$ cat src/rtl/min_max_finder_param.sv
// min_max_finder_param: W x N array loaded while idle, scanned once for first max/min (signed or unsigned)
module min_max_finder_param #(
    parameter int W = 8,
    parameter int N = 16,
    localparam int AW = (N > 1) ? $clog2(N) : 1
) (
    input  logic          Clk,
    input  logic          Reset,
    input  logic          Wr_en,
    input  logic [AW-1:0] Wr_addr,
    input  logic [W-1:0]  Wr_data,
    input  logic          Start,
    input  logic          Signed_mode,
    input  logic          Ack,
    output logic [W-1:0]  Max,
    output logic [W-1:0]  Min,
    output logic [AW-1:0] Max_idx,
    output logic [AW-1:0] Min_idx,
    output logic          Qi,
    output logic          Ql,
    output logic          Qc,
    output logic          Qd
);
    typedef enum logic [3:0] {INI = 4'b0001, LOAD = 4'b0010, CMP = 4'b0100, DONE = 4'b1000} state_t;
    state_t        state_q, state_d;
    logic [W-1:0]  mem_q [N];
    logic [W-1:0]  max_q, max_d, min_q, min_d, cur;
    logic [AW-1:0] max_idx_q, max_idx_d, min_idx_q, min_idx_d, i_q, i_d;
    logic          mode_q, mode_d, gt, lt;
    // array write port, open only while idle; contents are not reset so they survive an abort
    always_ff @(posedge Clk)
        if (state_q == INI && Wr_en && 32'(Wr_addr) < N) mem_q[Wr_addr] <= Wr_data;
    // next state: LOAD seeds the extremes from M[0], CMP folds in M[I] with strict compares
    always_comb begin
        cur       = mem_q[i_q];
        gt        = mode_q ? ($signed(cur) > $signed(max_q)) : (cur > max_q);
        lt        = mode_q ? ($signed(cur) < $signed(min_q)) : (cur < min_q);
        state_d   = state_q;
        max_d     = max_q;
        min_d     = min_q;
        max_idx_d = max_idx_q;
        min_idx_d = min_idx_q;
        i_d       = i_q;
        mode_d    = mode_q;
        case (state_q)
            INI: begin
                mode_d  = Start ? Signed_mode : mode_q;
                state_d = Start ? LOAD : INI;
            end
            LOAD: begin
                max_d     = mem_q[0];
                min_d     = mem_q[0];
                max_idx_d = '0;
                min_idx_d = '0;
                i_d       = AW'(1);
                state_d   = (N == 1) ? DONE : CMP;
            end
            CMP: begin
                max_d     = gt ? cur : max_q;
                max_idx_d = gt ? i_q : max_idx_q;
                min_d     = lt ? cur : min_q;
                min_idx_d = lt ? i_q : min_idx_q;
                i_d       = i_q + 1'b1;
                state_d   = (i_q == AW'(N - 1)) ? DONE : CMP;
            end
            DONE: state_d = Ack ? INI : DONE;
            default: state_d = INI;
        endcase
    end
    // state and result registers; an active-low reset aborts any scan and clears results
    always_ff @(posedge Clk) begin
        if (!Reset) begin
            state_q   <= INI;
            max_q     <= '0;
            min_q     <= '0;
            max_idx_q <= '0;
            min_idx_q <= '0;
            i_q       <= '0;
            mode_q    <= 1'b0;
        end else begin
            state_q   <= state_d;
            max_q     <= max_d;
            min_q     <= min_d;
            max_idx_q <= max_idx_d;
            min_idx_q <= min_idx_d;
            i_q       <= i_d;
            mode_q    <= mode_d;
        end
    end
    assign Max     = max_q;
    assign Min     = min_q;
    assign Max_idx = max_idx_q;
    assign Min_idx = min_idx_q;
    assign {Qd, Qc, Ql, Qi} = state_q;
endmodule
$ cat config.mk
export PLATFORM = sky130hd
export DESIGN_NAME = min_max_finder_param
export DESIGN_NICKNAME = d
export VERILOG_FILES = /design/src/rtl/min_max_finder_param.sv
export SDC_FILE = /design/constraint.sdc
export NUM_CORES = 1
export LEC_CHECK = 0
export CAP_MARGIN = 0
export CORE_MARGIN = 4
export CORE_UTILIZATION = 40
export DETAILED_ROUTE_END_ITERATION = 16
export SLEW_MARGIN = 0
export SYNTH_ARGS = -nofsm -noshare
export SYNTH_HDL_FRONTEND = slang
export SYNTH_SLANG_ARGS = --single-unit
export TNS_END_PERCENT = 1
$ cat constraint.sdc
create_clock -name Clk -period 4.77 [get_ports Clk]
set_clock_uncertainty 0.1 [all_clocks]
set_input_delay 0.954 -clock Clk [delete_from_list [all_inputs] [get_ports Clk]]
set_output_delay 0.954 -clock Clk [all_outputs]
set_load 0.05 [all_outputs]
## Word-level counts from Yosys, hierarchy flattened

Memory sizes are Yosys's and may differ from the RTL's. A register that Yosys moved wholly into a read port is not among the register bits.
Index checks and enable logic that the tools add are counted.

| storage, ports and cells | value |
|---|---|
| register bits after elaboration | 33 |
| memory bits (writable) | 128 |
| input bits | 18 |
| logic and storage cells | 44 |
| memories kept | 1 |

Memories:

| memory | words | width | read ports | clocked after memory_dff | write ports | line | text |
|---|---|---|---|---|---|---|---|
| mem_q | 16 | 8 | 2 | 1 | 1 | 26 | `logic [W-1:0] mem_q [N];` |

| cells by class | value |
|---|---|
| add/sub/neg operators | 1 |
| order comparisons | 4 |
| equal/unequal tests | 7 |
| multiplexer cells | 19 |
| reduce and logical (&&, ||, !) cells | 5 |

Operators by type and width:

| kind | number |
|---|---|
| case mux 8 bit (2 select lines) | 2 |
| 2-to-1 mux 4 bit | 6 |
| case mux 4 bit (2 select lines) | 3 |
| greater-than comparator 8 bit | 2 |
| less-than comparator 8 bit | 2 |
| 2-to-1 mux 8 bit | 2 |
| case mux 4 bit (4 select lines) | 1 |
| equality test 4 bit (second input constant) | 2 |
| AND reduction 2 bit | 3 |
| adder 4 x 1 -> 4 bit (second input constant) | 1 |
| equality test 4 x 1 -> 1 bit (second input constant) | 1 |
| equality test 4 x 2 -> 1 bit (second input constant) | 1 |
| equality test 4 x 3 -> 1 bit (second input constant) | 1 |
| 2-to-1 mux 1 bit | 4 |
| inequality test 2 bit (second input constant) | 2 |
| 2-to-1 mux 2 bit | 1 |
| nonzero test 2 bit | 1 |
| logical AND 1 bit | 1 |

## Longest topological paths before layout

Gate-level depths: netlist of run 1.

| depth | value |
|---|---|
| depth in word-level cells | 4 |
| mapped depth | 14 |
| depth with buffers taken out | 11 |

## Least setup slack after synthesis of run 1

OpenSTA, ideal clock, no wires.

| timing | value |
|---|---|
| kind | reg-to-reg |
| start point | register (tool-made name) |
| end point | register min_q[0] (netlist: Min[0]) |
| arrival | 3.344 ns |
| path slack | 1.242 ns |
| stages on the path, launching flop included | 14 |
| buffers on the path | 3 |
| cells stage by stage | dfxtp_1 -> buf_2 -> buf_2 -> mux4_2 -> mux2_2 -> nand2_1 -> o21ai_0 -> ha_1 -> nand2_1 -> or4bb_1 -> o311ai_2 -> a211oi_2 -> buf_6 -> o31ai_2 |

RTL lines:

| what | line | text |
|---|---|---|
| to (signal assigned) | 83 | `min_q <= min_d;` |
| to (decl) | 27 | `logic [W-1:0] max_q, max_d, min_q, min_d, cur;` |

==> results.py, run 1 <==
metrics = {
    "logic_synthesis": {
        "synth-seq-cells": 165,
        "synth_nets": 525,
        "synth_flop_cell": "edfxtp_1",
        "synth_edf_count": 128,
        "ys_types": 55,
        "ys_seq_area_share_pct": 64.06,
        "yosys_warnings": 0,
        "syn_inst": 491,
        "syn_area_um2": 7157,
        "async_flop_share_pct": 0,
        "avgSynthCellArea_um2": 14.58,
    },
    "drt": {
        "routed_wl_um": 15790,
        "vias_per_cell": 5.503,
        "first_pass_iters": 5,
        "ant_nets": 0,
        "wl_per_cell_um": 20.21,
        "drc_errors": 0,
        "drtIter0Drc": 347,
        "num_vias": 4298,
    },
    "cells_and_area": {
        "final_nets": 577,
        "fin_cells": 781,
        "fill_cells": 1479,
        "multi_input_area_um2": 2382,
        "drive_gt1_share_pct": 16.37,
        "antenna_cells": 0,
        "syn2layout_area_growth_pct": 18.74,
        "seq_area_um2": 4586,
    },
    "worst_setup_path": {
        "rr_worst_depth": 11,
        "critPathCaptureType": "flop",
        "critPathKind": "reg2reg",
        "critPathMaxFanout": 24,
        "worstPathRequired_ns": 4.94,
        "critPathCapture": "Max[0]",
        "setup.worst_path.start_class": "flop",
        "regToRegSetupSlack_ns": 0.64,
        "r2r-end": "Max[0]",
        "cp.arrival_ns": 4.30,
    },
    "floorplanning": {
        "dieArea_um2": 20100,
        "core_um2": 17420,
        "die_x_um": 141.8,
        "die_y_um": 141.8,
        "row_count": 48,
        "ios": 46,
        "initial_core_util_pct": 41.09,
    },
    "clock_tree": {
        "path_clk_slew_ns": 0.06,
        "holdBufCountCts": 0,
        "cts_buffers": 17,
        "htreeDepth": 4,
        "clockRootBuffer": "clkbuf_16",
        "cts-resized-gates": 0,
        "clock_sinks": 165,
        "post_cts.repair.setup_buffers": 0,
        "clk_latency_ns": 0.43,
        "cts_buffer_depth": 2,
        "cts_tree": "built",
    },
    "sta": {
        "tns_ns": 0,
        "rsz0062_at_grt": "no",
        "relSlewSlack_pct": 31.17,
        "max_freq_ghz": 0.2419,
        "tightest_slew_ns": 1.029,
        "min_period_ns": 4.134,
        "setup_viol": 0,
        "finalHoldViolCount": 0,
        "drv_slew": 0,
        "period_share_pct": 86.67,
    },
    "place": {
        "post-dp-hpwl_um": 10850,
        "dp_cells": 749,
        "io_buffers": 45,
        "gp_congestion": 0.8925,
    },
    "run": {
        "maxCapViolations": 0,
    },
    "power_and_ir_drop": {
        "leakage_nw": 2.732,
        "peakVddDrop_uv": 274.1,
        "power.density_nw_per_um2": 371.7,
    },
    "status": {
        "status": "complete, no violations",
    },
    "global_route": {
        "grt_first_pass_wirelength_um": 24650,
        "grt_max_degree": 28,
        "first_global_vias": 4303,
        "grt_remaining_overflow": 0,
        "antenna_found_initial": 0,
        "grt_util_all_layers_pct": 16.41,
    },
    "hold_path": {
        "min_path_type": "reg2reg",
    },
}
stage by stage:
stage	hold slack [ns]	total power [mW]	util [%]	setup slack, ns	instance area, µm²
2_1_floorplan	0.3725	1.675	-	1.242	7157
3_3_place_gp	0.3484	1.737	45.23	0.8426	7878
3_5_place_dp	0.3602	1.740	45.23	0.7614	7878
4_1_cts	0.3688	3.181	48.79	0.6300	8498
5_1_grt	0.3896	3.250	48.79	0.1754	8498
6_report	0.3631	3.159	48.79	0.6360	8498
cells by family (layout without fill, tap and decap cells):
family | after synthesis | count (layout) | share of synthesized area [%]
flops | 165 | 165 | 64.06
simple gates | 119 | 119 | 8.654
compound gates | 86 | 86 | 7.745
mux | 61 | 61 | 13.97
buf+inv | 43 | 108 | 2.657
fa+ha+maj | 16 | 16 | 2.797
xor+xnor | 1 | 1 | 0.1224
report_power, final:
group	switching [mW]	internal (mW)	leakage, nW
Combinational	0.0843	0.0502	0.976
Clock	0.608	0.843	0.302
Sequential	0.0101	1.56	1.45
Total	0.702	2.46	2.73
sequential cells by signal, indices dropped and copies added (netlist names), named ones only:
name / count
Max: 8
Max_idx: 4
Min: 8
Min_idx: 4
i_q: 4
mem_q: 128
mode_q: 1
state_q: 4
how the worst min path moves through the flow:
stage / slack (ns) / startpoint / endpoint / cells after the start
final: 0.36 / Min_idx[1] / Min_idx[1] / 2
after global routing: 0.39 / Min_idx[1] / Min_idx[1] / 2
after CTS: 0.37 / Min_idx[1] / Min_idx[1] / 2
after detailed placement: 0.36 / Min_idx[1] / Min_idx[1] / 2
after global placement: 0.35 / Min_idx[1] / Min_idx[1] / 2
after floorplan: 0.37 / mode_q / mode_q / 2
per-layer routing:
layer / vias up / routed length, µm / GRT usage (%)
met5: - / 0 / 0
met3: 25 / 933 / 3.674
li1: 2011 / - / -
met2: 140 / 7138 / 24.81
met4: 0 / 442 / 7.323
met1: 2122 / 7273 / 22.79
final cells by class:
type,count,share of cell area (%)
multi-input combinational,283,28.03
clock buffer,18,5.050
timing repair buffer,58,6.596
inverter,18,0.7951
clock inverter,14,2.253
tap,225,3.313
sequential,165,53.96
cells in the final DEF (no fill, tap or decap), types with 2 or more instances in the layout:
cell             synthesis  layout
a21oi_1                 19      19
inv_8                    0       3
dfxtp_1                 37      36
o211ai_1                 9       9
nor2_1                  30      30
o21ai_1                  3       3
buf_4                    1      12
nor3_1                   7       7
nand2b_1                 9       9
mux2i_1                 23      23
nand3_1                 10      10
inv_6                    0       4
nand2_1                 35      35
clkinv_1                 1       2
nand4b_1                 2       2
nand3b_1                 2       2
inv_1                   16      16
or4b_1                   2       2
o21ai_0                 29      29
o22ai_1                  3       3
edfxtp_1               128     128
clkdlybuf4s50_1          0      45
nand4_1                  7       7
ha_1                    16      16
mux4_2                  30      30
mux2_2                   7       7
a31o_1                   7       7
and2_1                   7       7
o21bai_1                 2       2
bufinv_16                0       3
clkbuf_16                0      17
synth_stat cells, drive strengths merged, types with 8 or more instances:
library cell | instances | area share (%)
nand2 | 35 | 1.8
o21ai | 32 | 2.2
inv | 17 | 0.89
buf | 12 | 1.0
edfxtp | 128 | 54
o211ai | 9 | 0.94
nand3 | 10 | 0.70
clkbuf | 13 | 0.68
mux2i | 23 | 3.2
dfxtp | 37 | 10
mux4 | 30 | 9.4
mux2 | 8 | 1.3
nor2 | 30 | 1.6
nand2b | 9 | 0.79
ha | 16 | 2.8
a21oi | 19 | 1.3
critical path, cell delays in order, from the launching register on:
cell and delay, ns:
dfxtp_2 0.85, buf_4 0.29, mux4_2 0.30, mux2_2 0.31
nand2_1 0.07, o21ai_0 0.12, ha_1 0.33, a21o_1 0.16
a2111oi_0 0.66, o21bai_1 0.46, a21oi_1 0.26, a311oi_1 0.06
Power figures use the tool's default switching activity.
==> run 2: changes to the inputs <==
--- a/config.mk
+++ b/config.mk
@@ -5,7 +5,7 @@
 export SDC_FILE = /design/constraint.sdc
 export NUM_CORES = 1
 export LEC_CHECK = 0
-export CAP_MARGIN = 0
+export CAP_MARGIN = 20
 export CORE_MARGIN = 4
 export CORE_UTILIZATION = 40
 export DETAILED_ROUTE_END_ITERATION = 16
==> results of run 2 <==
Same layout as run 1: the final DEF is identical, and so are final timing and power.
==> run 3: changes to the inputs <==
--- a/config.mk
+++ b/config.mk
@@ -7,8 +7,9 @@
 export LEC_CHECK = 0
 export CAP_MARGIN = 20
 export CORE_MARGIN = 4
-export CORE_UTILIZATION = 40
+export CORE_UTILIZATION = 33
 export DETAILED_ROUTE_END_ITERATION = 16
+export MAX_ROUTING_LAYER = met4
 export SLEW_MARGIN = 0
 export SYNTH_ARGS = -nofsm -noshare
 export SYNTH_HDL_FRONTEND = slang
==> results.py, run 3 (synthesized netlist as in run 1, its figures left out) <==
metrics = {
    "hold_path": {
        "min_path_type": "reg2reg",
        "hold_depth": 2,
    },
    "worst_setup_path": {
        "worstPathCellList": "mux4_2 -> mux2i_1 -> o21ai_0 -> ha_1 -> a21o_1 -> a2111oi_0 -> o21bai_1 -> o211ai_1 -> a21oi_1",
        "worstPathRequired_ns": 4.96,
        "critPathMaxFanout": 19,
        "critPathKind": "reg2reg",
        "cp.arrival_ns": 4.15,
        "cp_slowest_cell": "dfxtp_1",
        "rr_worst_depth": 9,
        "setup.worst_path.start_class": "flop",
        "cp_slowest_stage_delay_ns": 0.93,
        "critPathCaptureType": "flop",
    },
    "sta": {
        "finalHoldViolCount": 0,
        "tightest_slew_ns": 0.9641,
        "rsz0062_at_grt": "no",
        "fin_ws_ns": 0.8105,
        "period_share_pct": 83.01,
        "max_freq_ghz": 0.2526,
        "relSlewSlack_pct": 35.49,
        "min_period_ns": 3.959,
        "setup_viol": 0,
        "drv_slew": 0,
        "tns_ns": 0,
    },
    "drt": {
        "drtIter0Drc": 310,
        "num_vias": 4354,
        "vias_per_cell": 5.252,
        "routed_wl_um": 16320,
        "first_pass_iters": 5,
        "wl_per_cell_um": 19.69,
        "drc_errors": 0,
        "ant_nets": 0,
    },
    "global_route": {
        "antenna_found_initial": 0,
        "first_global_vias": 4439,
        "grt_first_pass_wirelength_um": 26010,
        "grt_max_degree": 29,
        "grt_remaining_overflow": 0,
        "grt_util_all_layers_pct": 14.58,
    },
    "cells_and_area": {
        "largest_register": "mem_q",
        "syn2layout_area_growth_pct": 19.14,
        "seq_area_um2": 4586,
        "fill_cells": 1934,
        "drive_gt1_share_pct": 16.43,
        "final_nets": 575,
        "final_common_cell": "edfxtp_1",
        "largest_reg_flops": 128,
        "antenna_cells": 0,
        "layout_common_cells": "128 x edfxtp_1, 45 x clkdlybuf4s50_1, 36 x dfxtp_1",
        "utilization_pct": 40.31,
        "multi_input_area_um2": 2382,
        "fin_area_um2": 8527,
    },
    "clock_tree": {
        "cts_buffers": 17,
        "htreeDepth": 4,
        "holdBufCountCts": 0,
        "cts-resized-gates": 0,
        "cts_buffer_depth": 2,
        "clock_sinks": 165,
        "cts_tree": "built",
        "clk_latency_ns": 0.43,
        "post_cts.repair.setup_buffers": 0,
        "clockRootBuffer": "clkbuf_16",
        "path_clk_slew_ns": 0.07,
    },
    "floorplanning": {
        "ios": 46,
        "die_x_um": 155.3,
        "die_y_um": 155.3,
        "core_um2": 21150,
        "dieArea_um2": 24110,
        "row_count": 53,
        "initial_core_util_pct": 33.83,
    },
    "place": {
        "post-dp-hpwl_um": 11330,
        "gp_congestion": 0.9154,
        "io_buffers": 45,
        "placed_area_um2": 7925,
        "place_worst_setup_slack_ns": 0.8674,
    },
    "power_and_ir_drop": {
        "finalPower_mw": 3.085,
        "leakage_nw": 2.718,
        "power.density_nw_per_um2": 361.8,
        "peakVddDrop_uv": 192.4,
    },
    "run": {
        "maxCapViolations": 0,
    },
    "status": {
        "status": "complete, no violations",
    },
}
run 3: cell count changes in the layout (fill, tap and decap cells not counted), sizes merged:
cell and delta:
buf -2, bufinv -2, clkbuf -1, clkinv +2, clkinvlp -1, inv +2
run 3: worst paths after layout:
path	start	to	slack (ns)
setup reg to reg	flop	Max[6]	0.81
hold / removal	Min_idx[2]	Min_idx[2]	0.36
hold reg to reg	Min_idx[2]	Min_idx[2]	0.36
setup / recovery	flop	Max[6]	0.81
run 3: stage by stage:
stage	std cells	hold WS [ns]
floorplan	491	0.3725
global placement	797	0.3475
detailed placement	797	0.3546
CTS	829	0.3636
global route	829	0.3868
finish	829	0.3581
run 3: routing by layer:
layer,share of wire (%),routed length (µm),up-vias,track usage (%)
li1,-,-,2015,-
met1,45,7409,2187,19.33
met2,47,7729,137,22.10
met3,6.1,990,15,4.172
met4,1.2,191,0,4.127
met5,0,0,-,-
run 3: final cells by class:
cell class / instances / share of cell area [%]
clock inverter: 15 / 2.069
sequential: 165 / 53.78
multi-input combinational: 283 / 27.94
timing repair buffer: 56 / 6.398
tap: 275 / 4.035
inverter: 18 / 0.7924
clock buffer: 17 / 4.989
run 3: power breakdown:
part           switching, mW  leakage [nW]  internal, mW
combinational         0.0858         0.966        0.0492
clock                  0.626         0.298         0.752
sequential           0.00927          1.45          1.56
run 3: worst max-delay path, delay by kind of cell, from the launching register on:
family          cells  cell delay [ns]
flops               1             0.93
mux                 2             0.71
compound gates      6             1.72
fa+ha+maj           1             0.34
